## src/rtl/booth_seq_mul_if.sv

```systemverilog
// booth_seq_mul_if: operand/result bundle for the radix-4 Booth multiplier.
// UNSIGNED_MUL_EN adds the mul_unsigned mode select.
interface booth_seq_mul_if #(
    parameter int WIDTH = 32
);
    logic             start;
    logic [WIDTH-1:0] multiplicand;
    logic [WIDTH-1:0] multiplier;
    logic             busy;
    logic             done;
    logic [WIDTH-1:0] product_hi;
    logic [WIDTH-1:0] product_lo;
`ifdef UNSIGNED_MUL_EN
    logic             mul_unsigned;

    modport master (
        output start, multiplicand, multiplier, mul_unsigned,
        input  busy, done, product_hi, product_lo
    );
    modport slave (
        input  start, multiplicand, multiplier, mul_unsigned,
        output busy, done, product_hi, product_lo
    );
`else
    modport master (
        output start, multiplicand, multiplier,
        input  busy, done, product_hi, product_lo
    );
    modport slave (
        input  start, multiplicand, multiplier,
        output busy, done, product_hi, product_lo
    );
`endif
endinterface

```

## src/rtl/booth_seq_mul.sv

```systemverilog
// booth_seq_mul: sequential radix-4 Booth multiplier, one bit pair per clock.
// UNSIGNED_MUL_EN adds an unsigned mode with one extra iteration.
module booth_seq_mul #(
    parameter int WIDTH = 32
) (
    input logic          Clock,
    input logic          Clear,
    booth_seq_mul_if.slave bus
);
    localparam int W   = WIDTH;
    localparam int AW  = W + 2;
    localparam int N_S = W / 2;
`ifdef UNSIGNED_MUL_EN
    // Q is widened so the extra pair sees zero-extension bits.
    localparam int QW   = W + 2;
    localparam int N_U  = W / 2 + 1;
    localparam int NMAX = N_U;
`else
    localparam int QW   = W;
    localparam int NMAX = N_S;
`endif
    localparam int CW = $clog2(NMAX);

    typedef enum logic [1:0] {
        IDLE,
        RUN,
        DONE
    } state_t;

    state_t          state;
    logic [AW-1:0]   m;
    logic [AW-1:0]   a;
    logic [QW-1:0]   q;
    logic            qm1;
    logic [CW-1:0]   cnt;
    logic            busy_r;
    logic            done_r;
    logic [W-1:0]    hi_r;
    logic [W-1:0]    lo_r;
`ifdef UNSIGNED_MUL_EN
    logic            uns;
`endif

    logic [AW-1:0]   m_ld;
    logic [QW-1:0]   q_ld;
    logic [CW-1:0]   cnt_ld;
    logic [AW-1:0]   m2;
    logic [AW-1:0]   addend;
    logic [AW-1:0]   sum;
    logic [AW-1:0]   a_nx;
    logic [QW-1:0]   q_nx;
    logic [W-1:0]    res_hi;
    logic [W-1:0]    res_lo;

    // Operand extension and iteration count for a new capture.
    always_comb begin
`ifdef UNSIGNED_MUL_EN
        if (bus.mul_unsigned) begin
            m_ld   = {2'b00, bus.multiplicand};
            q_ld   = {2'b00, bus.multiplier};
            cnt_ld = CW'(N_U - 1);
        end else begin
            m_ld   = {{2{bus.multiplicand[W-1]}}, bus.multiplicand};
            q_ld   = {{2{bus.multiplier[W-1]}}, bus.multiplier};
            cnt_ld = CW'(N_S - 1);
        end
`else
        m_ld   = {{2{bus.multiplicand[W-1]}}, bus.multiplicand};
        q_ld   = bus.multiplier;
        cnt_ld = CW'(N_S - 1);
`endif
    end

    assign m2 = {m[AW-2:0], 1'b0};

    // Booth recoding of {Q1,Q0,Q-1} into the partial-product addend.
    always_comb begin
        addend = '0;
        case ({q[1:0], qm1})
            3'b001, 3'b010: addend = m;
            3'b011:         addend = m2;
            3'b100:         addend = -m2;
            3'b101, 3'b110: addend = -m;
            default:        addend = '0;
        endcase
    end

    // Accumulate, then arithmetic shift {A,Q,Q-1} right by two.
    always_comb begin
        sum  = a + addend;
        a_nx = {{2{sum[AW-1]}}, sum[AW-1:2]};
        q_nx = {sum[1:0], q[QW-1:2]};
    end

    // Product alignment after the final shift.
    always_comb begin
`ifdef UNSIGNED_MUL_EN
        if (uns) begin
            res_hi = {a_nx[W-3:0], q_nx[W+1:W]};
            res_lo = q_nx[W-1:0];
        end else begin
            res_hi = a_nx[W-1:0];
            res_lo = q_nx[W+1:2];
        end
`else
        res_hi = a_nx[W-1:0];
        res_lo = q_nx;
`endif
    end

    // Control FSM with datapath registers and registered outputs.
    always_ff @(posedge Clock or negedge Clear) begin
        if (!Clear) begin
            state  <= IDLE;
            m      <= '0;
            a      <= '0;
            q      <= '0;
            qm1    <= 1'b0;
            cnt    <= '0;
            busy_r <= 1'b0;
            done_r <= 1'b0;
            hi_r   <= '0;
            lo_r   <= '0;
`ifdef UNSIGNED_MUL_EN
            uns    <= 1'b0;
`endif
        end else begin
            done_r <= 1'b0;
            case (state)
                IDLE, DONE: begin
                    if (bus.start) begin
                        m      <= m_ld;
                        q      <= q_ld;
                        a      <= '0;
                        qm1    <= 1'b0;
                        cnt    <= cnt_ld;
`ifdef UNSIGNED_MUL_EN
                        uns    <= bus.mul_unsigned;
`endif
                        busy_r <= 1'b1;
                        state  <= RUN;
                    end else begin
                        state  <= IDLE;
                    end
                end
                RUN: begin
                    a   <= a_nx;
                    q   <= q_nx;
                    qm1 <= q[1];
                    cnt <= cnt - 1'b1;
                    if (cnt == '0) begin
                        hi_r   <= res_hi;
                        lo_r   <= res_lo;
                        done_r <= 1'b1;
                        busy_r <= 1'b0;
                        state  <= DONE;
                    end
                end
                default: state <= IDLE;
            endcase
        end
    end

    assign bus.busy       = busy_r;
    assign bus.done       = done_r;
    assign bus.product_hi = hi_r;
    assign bus.product_lo = lo_r;
endmodule

```

## src/flat_wrapper.sv

```systemverilog
// flat-port wrapper written by rule: the top's interface ports become plain ports
module booth_seq_mul_flat 
#(
    parameter int WIDTH = 32
)
  (Clock, Clear, bus_start, bus_multiplicand, bus_multiplier, bus_busy, bus_done, bus_product_hi, bus_product_lo);
  booth_seq_mul_if #(.WIDTH(WIDTH)) bus_i ();
  input logic Clock;
  input logic Clear;
  input wire logic [$bits(bus_i.start)-1:0] bus_start;
  input wire logic [$bits(bus_i.multiplicand)-1:0] bus_multiplicand;
  input wire logic [$bits(bus_i.multiplier)-1:0] bus_multiplier;
  output wire logic [$bits(bus_i.busy)-1:0] bus_busy;
  output wire logic [$bits(bus_i.done)-1:0] bus_done;
  output wire logic [$bits(bus_i.product_hi)-1:0] bus_product_hi;
  output wire logic [$bits(bus_i.product_lo)-1:0] bus_product_lo;
  assign bus_i.start = bus_start;
  assign bus_i.multiplicand = bus_multiplicand;
  assign bus_i.multiplier = bus_multiplier;
  assign bus_busy = bus_i.busy;
  assign bus_done = bus_i.done;
  assign bus_product_hi = bus_i.product_hi;
  assign bus_product_lo = bus_i.product_lo;
  booth_seq_mul #(.WIDTH(WIDTH)) u_core (.Clock(Clock), .Clear(Clear), .bus(bus_i));
endmodule
```

## config.mk

```make
export PLATFORM = sky130hd
export DESIGN_NAME = booth_seq_mul_flat
export DESIGN_NICKNAME = d
export VERILOG_FILES = /design/src/rtl/booth_seq_mul_if.sv /design/src/rtl/booth_seq_mul.sv /design/src/flat_wrapper.sv
export SDC_FILE = /design/constraint.sdc
export NUM_CORES = 1
export LEC_CHECK = 0
export BUFFER_PORTS_ARGS = -buffer_cell sky130_fd_sc_hd__buf_2
export CAP_MARGIN = 20
export CORE_UTILIZATION = 50
export DETAILED_ROUTE_END_ITERATION = 10
export MAX_ROUTING_LAYER = met4
export PLACE_DENSITY = 0.71
export SKIP_CTS_REPAIR_TIMING = 1
export SLEW_MARGIN = 10
export SYNTH_ARGS = -nofsm -noshare
export SYNTH_HDL_FRONTEND = slang
export SYNTH_SLANG_ARGS = --single-unit
```

## constraint.sdc

```tcl
create_clock -name Clock -period 10.51 [get_ports Clock]
set_input_delay 2.102 -clock Clock [delete_from_list [all_inputs] [get_ports Clock]]
set_output_delay 2.102 -clock Clock [all_outputs]
set_load 0.02 [all_outputs]
```

==> qor.yml, run 1 <==
status: "finished, final reports clean"
area_delta_synth_final_pct: 14.4
ys_seq_area_share_pct: 42.6
r2r_setup_slack_ns: 4.97
numCtsBuffers: 17
n_fill_cell: 1790
avgSynthCellArea_um2: 8.55
hp-class: "reg -> reg"
dp_hpwl_um: 17400
skew_ns: 0.0134
mostFrequentLayoutCells: "nand2_1, dfrtp_1, buf_2"
hold_end: "u_core.bus.product_lo[2]"
finalWirelength_um: 25700
ant_nets: 0
fin_tns_setup_ns: 0
drive_gt1_share_pct: 17.0
overflow: 0
die_h_um: 143
worstSkewPairLatency_ns: 0.44
vias: 8751
crit_required_ns: 10.81
crit_arrival_ns: 5.84
min_period_ns: 5.54
ys_seq_elements: 169
place_congestion: 0.940
synth_top_flop_cell: "dfrtp_1"
grt_use_total_pct: 27.3
drt_pass1_iterations: 7
yosysWarnings: 0
syn_nets: 1266
diodes: 0
path_clk_slew_ns: 0.08
synth.distinct_cells: 57
startpoint_type: "flop"
antenna_found_initial: 0
cts_tree: "yes"
worstMarginPinSlew_ns: 1.04
critPathMaxFanout: 8
cts-root-buf: "clkbuf_16"
drtIter0Drc: 589
worstSetupPathType: "reg -> reg"
cts_sinks: 169
endpoint_kind: "flop"
ioPinCount: 133
dieWidth_um: 143
rr_worst_depth: 19
htreeDepth: 4
slew_viol_final: 0
hp-start: "u_core.bus.product_lo[2]"
clock_path_buffers: 2
hold_viol_final: 0
slew_headroom_pct: 30.3
synth_area_mm2: 0.00994
fin_nets: 1354
final_common_cell: "nand2_1"
die-area_mm2: 0.0204
final-setup-viol-count: 0
fmax_mhz: 180
coreArea_mm2: 0.0195
io_buffer_count: 132
grt_pass1_vias: 8333
synth_edf_count: 0
grt_pass1_wl_um: 41900
max_cap_viol_count: 0
hold_depth: 2
async_flop_share_pct: 100
rows: 51
finalCritPeriodShare_pct: 52.7
viasPerCell: 5.73
r2r_start: "u_core.m[9]"
drcViolationCount: 0
synthCells: 1162
grt_start_max_net_pins: 98
initial_core_util_pct: 51.1
rsz0062_at_grt: "false"
post_drt_wl_per_cell_um: 16.8
rr_endpoint: "u_core.bus.product_hi[31]"
synthesized netlist by cell type (all sizes together) (22+ instances only):
cell type,count,area [um2]
nor2,48,180
o21ai,75,375
xor2,22,200
a22oi,37,278
nand2,334,1260
ha,36,450
a22o,27,236
a21oi,59,295
dfrtp,169,4230
xnor2,49,429
mux2,26,293
clkbuf,61,229
critical path, stage by stage, from the launching register on:
cell       delay (ns)
dfrtp_1          0.45
or4_1            0.58
or4b_1           0.66
nor4_4           0.44
nand2_2          0.16
nor3_1           0.32
nand2b_1         0.17
xnor2_1          0.09
a221oi_1         0.29
a31oi_1          0.09
ha_1             0.38
a2111oi_0        0.42
o21ai_0          0.14
a21o_1           0.21
a21oi_1          0.17
and3b_1          0.17
a21boi_0         0.09
xnor2_1          0.35
xnor2_1          0.16
o21ai_1          0.07
kinds of logic after synthesis:
logic type	share of synthesized area (%)
XOR/XNOR	6.33
AO/OA/AOI/OAI	20.0
adder cells (fa/ha/maj)	4.73
multiplexers	3.15
flip-flops	42.6
AND/OR/NAND/NOR	19.9
buffers and inverters	3.39
per-layer routing:
metal	up-vias	part of all wire (%)	track usage (%)	routed length, um
li1	4235	-	-	-
met1	4191	45	34.1	11600
met2	280	47	44.1	12100
met3	45	5.2	5.26	1320
met4	0	2.8	10.1	708
met5	-	0	-	0
worst max path at each step:
stage	from	to	slack, ns	depth (start not counted)
floorplan	u_core.m[9]	u_core.bus.product_hi[31]	5.62	21
global placement	u_core.m[9]	u_core.bus.product_hi[31]	5.17	19
detailed placement	u_core.m[9]	u_core.bus.product_hi[31]	5.02	19
CTS	u_core.m[9]	u_core.bus.product_hi[31]	4.98	19
global route	u_core.m[9]	u_core.bus.product_hi[31]	4.56	19
finish	u_core.m[9]	u_core.bus.product_hi[31]	4.97	19
cell type report:
| class | instances | area (um2) | share of cell area (%) |
|---|---|---|---|
| clock buffer | 17 | 425 | 3.74 |
| clock inverter | 15 | 181 | 1.60 |
| inverter | 16 | 60.1 | 0.528 |
| multi-input combinational | 904 | 5390 | 47.5 |
| sequential | 169 | 4230 | 37.2 |
| tap | 265 | 332 | 2.92 |
| timing repair buffer | 142 | 742 | 6.53 |
flip-flops by register name (all words and copies together) (netlist names):
register	count
u_core.bus.done	1
u_core.bus.busy	1
u_core.state	2
u_core.q	32
u_core.qm1	1
u_core.a	32
u_core.m	32
u_core.bus.product_lo	32
u_core.cnt	4
u_core.bus.product_hi	32
metrics by stage:
| step | setup slack [ns] | hold WS, ns | instance area (um2) | utilization [%] | cells |
|---|---|---|---|---|---|
| 2_1_floorplan | 5.62 | 0.456 | 9940 | - | 1162 |
| 3_3_place_gp | 5.17 | 0.453 | 10800 | 55.3 | 1496 |
| 3_5_place_dp | 5.02 | 0.457 | 10800 | 55.3 | 1496 |
| 4_1_cts | 4.98 | 0.482 | 11400 | 58.4 | 1528 |
| 5_1_grt | 4.56 | 0.503 | 11400 | 58.4 | 1528 |
| 6_report | 4.97 | 0.477 | 11400 | 58.4 | 1528 |
Power of run 1 is left out: the tool's default activity adds up to more than one toggle a clock period on the data nets, which glitch-free logic cannot reach.
==> run 2: changes to the inputs <==
- ABC_AREA: not set -> 1
- PLACE_DENSITY: 0.71 -> 0.7
- clock period: 10.51 -> 5.5 ns (I/O delays scaled with it)
==> run 2 against run 1 <==
Against the previous run:
- register-to-register slack got worse by 3.2 ns
- setup slack got worse by 3.2 ns
- synthesized cell count rose by 19%
- hold slack got worse by 0.0017 ns
- routed wire length rose by 15%
==> qor.yml, run 2 <==
antenna_found_initial: 1  # +1
synthCells: 1378  # +19%
clock_path_buffers: 2  # unchanged
synth_top_area_share_pct: 40.8  # -1.8 points
cts_tree: "yes"
overflow: 0  # unchanged
fin_tns_setup_ns: 0  # unchanged
finalCritPeriodShare_pct: 68.2  # +16 points
crit_family: "compound AO/OA/AOI/OAI gates"
crit_path_top_delay_cell: "clkinv_1"
ant_nets: 0  # unchanged
netlist_top_cells_count: "nand2_1, dfrtp_1, inv_1"
slew_viol_final: 0  # unchanged
worstSkewPairLatency_ns: 0.44  # about the same
htreeDepth: 4  # unchanged
skew_ns: 0.0103  # -0.00310 ns
worstPathBufferInverterCount: 1  # +1
synth_top_flop_cell: "dfrtp_1"
grt_start_max_net_pins: 94  # -4.1%
worstSetupPathType: "reg -> reg"
rr_endpoint: "u_core.a[16]"
drive_gt1_share_pct: 16.6  # -0.42 points
rsz0062_at_grt: "false"
async_flop_share_pct: 100  # unchanged
crit_chain: "nand2_1 -> nand2_2 -> nor2_4 -> clkinv_1 -> o21ai_0 -> a21oi_1 -> o21ai_0 -> ha_1 -> nand2_1 -> o21ai_1 -> a21oi_1 -> nand3_1 -> nor2_1 -> nand3b_1 -> nand2_1"
vias: 9649  # +10%
slew_headroom_pct: 39.6  # +9.3 points
hp-start: "u_core.bus.product_hi[16]"
coreArea_mm2: 0.0203  # +4.3%
dp_cells: 1744  # +17%
yosysWarnings: 0  # unchanged
dp_hpwl_um: 21900  # +26%
hp-class: "reg -> reg"
yosysMostFrequentCell: "nand2_1"
whs_ns: 0.475  # -0.00174 ns
synth_edf_count: 0  # unchanged
finalWirelength_um: 29500  # +15%
grt_pass1_vias: 9158  # +9.9%
die_h_um: 146  # +2.1%
final_common_cell: "nand2_1"
die-area_mm2: 0.0213  # +4.2%
mostFrequentLayoutCells: "nand2_1, dfrtp_1, inv_1"
startpoint_type: "flop"
place_congestion: 0.981  # +4.5%
critPathMaxFanout: 27  # +19
cpPeakStageDelay_ns: 0.59  # -0.07 ns
cts-root-buf: "clkbuf_16"
drt_pass1_iterations: 6  # -1
grt_use_total_pct: 29.6  # +2.3 points
rr_worst_depth: 15  # -4
hold_viol_final: 0  # unchanged
path_clk_slew_ns: 0.07  # about the same
drcViolationCount: 0  # unchanged
area_delta_synth_final_pct: 14.4  # about the same
hold_depth: 2  # unchanged
ys_seq_area_share_pct: 40.8  # -1.8 points
io_buffer_count: 132  # unchanged
worstMarginPinSlew_ns: 0.903  # -0.141 ns
fin_nets: 1597  # +18%
drtIter0Drc: 719  # +22%
r2r_setup_slack_ns: 1.75  # -3.22 ns
cts_sinks: 169  # unchanged
numCtsBuffers: 17  # unchanged
crit_top_cell: "nand2_1"
n_fill_cell: 1941  # +8.4%
rows: 52  # +2.0%
post_drt_wl_per_cell_um: 16.6  # -1.3%
fmax_mhz: 267  # +48%
status: "finished, final reports clean"
endpoint_kind: "flop"
instances_no_fill: 1777  # +16%
syn_nets: 1482  # +17%
crit_arrival_ns: 4.08  # -1.76 ns
hold_end: "u_core.bus.product_hi[16]"
ys_seq_elements: 169  # unchanged
dieWidth_um: 146  # +2.1%
viasPerCell: 5.43  # -5.2%
crit_required_ns: 5.83  # -4.98 ns
min_period_ns: 3.75  # -1.79 ns
synth.distinct_cells: 49  # -14%
initial_core_util_pct: 51.1  # about the same
grt_pass1_wl_um: 48000  # +15%
synth_area_leaders: "dfrtp_1, nand2_1, o21ai_0"
ioPinCount: 133  # unchanged
synth_top_cell_by_area: "dfrtp_1"
avgSynthCellArea_um2: 7.52  # -12%
max_cap_viol_count: 0  # unchanged
r2r_start: "u_core.qm1"
synth_area_mm2: 0.0104  # +4.3%
final-setup-viol-count: 0  # unchanged
==> run 2: changes by cell type after synthesis, moves of 17 or more <==
cell | before | now
a21oi_1 | 59 | 39
a22o_1 | 27 | 0
a22oi_1 | 37 | 2
buf_2 | 2 | 21
clkbuf_1 | 61 | 25
inv_1 | 15 | 134
inv_2 | 0 | 17
mux2_2 | 26 | 0
nand2_1 | 332 | 439
nand3_1 | 5 | 77
nor2_1 | 48 | 91
o21ai_0 | 66 | 102
o221ai_1 | 2 | 32
xnor2_1 | 49 | 7
==> run 2: area by class of cell <==
class                   count  area (um2)  share of cell area [%]
multi-input cells        1011        5370                    45.3
flip-flops and latches    169        4230                    35.7
repair buffers            142         742                    6.26
inverters                 152         571                    4.81
clock buffers              17         425                    3.59
well taps                 270         338                    2.85
clock inverters            15         183                    1.54
diodes                      1        2.50                  0.0211
==> run 2: kinds of logic (layout without fill, tap and decap cells) <==
logic type | Yosys count | after routing | share of synthesized area (%)
flops | 169 | 169 | 40.8
xor+xnor | 35 | 35 | 2.96
fa+ha+maj | 37 | 37 | 4.54
other cells | 0 | 1 | 0
buf+inv | 198 | 326 | 7.42
compound gates | 245 | 245 | 15.0
simple gates | 694 | 694 | 29.3
==> run 2: worst register-to-register path: stages (launching register included) <==
cell	delay [ns]
dfrtp_1	0.39
nand2_1	0.12
nand2_2	0.11
nor2_4	0.16
clkinv_1	0.59
o21ai_0	0.40
a21oi_1	0.07
o21ai_0	0.22
ha_1	0.38
nand2_1	0.20
o21ai_1	0.16
a21oi_1	0.30
nand3_1	0.18
nor2_1	0.18
nand3b_1	0.13
nand2_1	0.05
==> run 2: worst max path at each step <==
stage | startpoint | to | depth (start not counted)
finish | u_core.qm1 | u_core.a[16] | 15
CTS | u_core.qm1 | u_core.bus.product_hi[9] | 12
floorplan | u_core.m[0] | u_core.a[32] | 21
global route | u_core.m[0] | u_core.bus.product_hi[26] | 23
detailed placement | u_core.qm1 | u_core.a[16] | 16
global placement | u_core.m[0] | u_core.a[26] | 23
==> run 2: routing by layer <==
metal | routed length (um) | track usage, % | up-vias
li1 | - | - | 4778
met5 | 0 | - | -
met1 | 14200 | 41.9 | 4528
met4 | 649 | 8.54 | 0
met2 | 13100 | 43.7 | 302
met3 | 1570 | 5.08 | 41
==> run 2: stage by stage <==
| step | area [um2] | utilization (%) | setup slack [ns] |
|---|---|---|---|
| finish | 11900 | 58.4 | 1.75 |
| global placement | 11200 | 55.4 | 1.86 |
| floorplan | 10400 | - | 2.64 |
| global route | 11900 | 58.4 | 1.36 |
| detailed placement | 11200 | 55.4 | 1.87 |
| CTS | 11900 | 58.4 | 1.81 |
Power of run 2 is left out for the same reason.
==> run 3: changes to the inputs <==
- ABC_AREA: 1 -> 0
- PLACE_DENSITY: 0.7 -> 0.73
- clock period: 5.5 -> 3.3 ns (I/O delays scaled with it)
==> run 3 against run 2 <==
Against the previous run:
- utilization is 14 points higher
- the flow now finishes with violations (setup timing)
- critical path type unchanged
- via count is 3.2% higher
- clock skew is 0.0018 ns higher
- setup slack worse by 3.1 ns
- count of clock-buffer cells in the layout is 1 higher
- global-route usage is 1.4 points higher
- flip-flop and latch count stayed put
- routed wire length is 5.4% higher
- register-to-register slack worse by 3.1 ns
- non-clock buffer count is 226 higher
- critical path depth is 3 higher
- fmax is 19% lower
- critical endpoint is now u_core.bus.product_hi[27]
==> qor.yml, run 3 (synthesis results as in run 1) <==
ioPinCount: 133  # unchanged
dp_cells: 1704  # -2.3%
drt_pass1_iterations: 5  # -1
critPathMaxFanout: 5  # -81%
rsz0062_at_grt: "true"
skew_ns: 0.0121  # +0.00180 ns
hp-class: "in -> async"
slew_viol_final: 0  # unchanged
clock_path_buffers: 2  # unchanged
startpoint_type: "flop"
area_delta_synth_final_pct: 42.3
fin_ws_ns: -1.32  # -3.07 ns
mostFrequentLayoutCells: "nand2_1, buf_4, dfrtp_1"
path_clk_slew_ns: 0.08  # about the same
worstMarginPinSlew_ns: 0.855  # -0.0485 ns
grt_use_total_pct: 31.0  # +1.4 points
die_h_um: 143  # -2.1%
viasPerCell: 5.68  # +4.5%
multi_input_area_mm2: 0.00637  # +19%
slew_headroom_pct: 43.0  # +3.4 points
drive_gt1_share_pct: 38.9  # +22 points
min_period_ns: 4.62  # +0.870 ns
io_buffer_count: 132  # unchanged
finalWirelength_um: 31100  # +5.4%
crit_arrival_ns: 4.95  # +0.87 ns
max_cap_viol_count: 0  # unchanged
worstSkewPairLatency_ns: 0.44  # about the same
final-setup-viol-count: 56  # +56
rows: 51  # -1.9%
post_drt_wl_per_cell_um: 17.7  # +6.8%
diodes: 0  # -1
drcViolationCount: 0  # unchanged
crit_required_ns: 3.62  # -2.21 ns
worstSetupPathType: "reg -> reg"
final_common_cell: "nand2_1"
overflow: 0  # unchanged
grt_pass1_vias: 9748  # +6.4%
n_fill_cell: 1439  # -26%
place_congestion: 0.926  # -5.7%
cts_sinks: 169  # unchanged
drtIter0Drc: 602  # -16%
grt_start_max_net_pins: 73  # -22%
status: "complete, but fails checks"
dieWidth_um: 143  # -2.1%
cts_tree: "yes"
initial_core_util_pct: 51.1  # about the same
r2r_setup_slack_ns: -1.32  # -3.07 ns
finalCritPeriodShare_pct: 140  # +72 points
hold_viol_final: 0  # unchanged
cts-root-buf: "clkbuf_16"
coreArea_mm2: 0.0195  # -4.1%
die-area_mm2: 0.0204  # -4.1%
grt_pass1_wl_um: 48100  # +0.11%
htreeDepth: 4  # unchanged
ant_nets: 0  # unchanged
instances_no_fill: 1754  # -1.3%
failed_checks: "setup timing"
antenna_found_initial: 0  # -1
final-seq-area_mm2: 0.00423  # about the same
dp_hpwl_um: 21200  # -3.4%
fmax_mhz: 216  # -19%
fin_nets: 1580  # -1.1%
numCtsBuffers: 17  # unchanged
endpoint_kind: "flop"
vias: 9954  # +3.2%
run 3: worst max-delay path: stages (launching register included):
cell     delay [ns]
dfrtp_1        0.38
or4_4          0.54
or3_4          0.35
or2_1          0.25
or4_4          0.46
nor3_4         0.17
xor2_2         0.17
o22ai_1        0.10
a32oi_1        0.24
a21oi_2        0.15
ha_4           0.35
buf_4          0.14
nand2_4        0.05
nor2_4         0.14
a41oi_2        0.17
o21ai_4        0.28
a31oi_4        0.14
xnor2_2        0.16
mux2_2         0.27
run 3: cell type report:
type,instances,share of cell area [%]
clock buffers,18,3.11
inverters,16,0.460
multi-input cells,904,45.0
well taps,265,2.34
clock inverters,14,1.24
repair buffers,368,17.9
flip-flops and latches,169,29.9
run 3: final timing paths:
check / start / to / cells after the start
setup reg to reg: u_core.m[3] / u_core.bus.product_hi[27] / 18
hold reg to reg: u_core.bus.product_lo[3] / u_core.bus.product_lo[3] / 2
min in group Clock: bus_multiplicand[18] / u_core.m[18] / 3
max in group asynchronous: Clear / u_core.a[29] / 2
setup / recovery: u_core.m[3] / u_core.bus.product_hi[27] / 18
hold / removal: Clear / u_core.m[14] / 1
run 3: through the flow:
stage | utilization (%) | setup WS, ns | TNS (ns) | area, um2 | hold WS (ns)
floorplan | - | -1.31 | -38.99 | 10100 | 0.364
global placement | 64.2 | -1.41 | -50.85 | 12500 | 0.454
detailed placement | 64.2 | -1.50 | -53.85 | 12500 | 0.456
CTS | 67.3 | -1.54 | -55.25 | 13100 | 0.260
global route | 72.7 | -1.54 | -59.61 | 14100 | 0.269
finish | 72.7 | -1.32 | -50.71 | 14100 | 0.211
run 3: layer usage:
layer  global-route usage (%)  up-vias  wire length [um]
met4                     12.7        0              1070
met1                     38.4     4850             13100
li1                         -     4686                 -
met2                     51.0      345             15400
met3                     4.36       73              1490
met5                        -        -                 0
Power of run 3 is left out for the same reason.
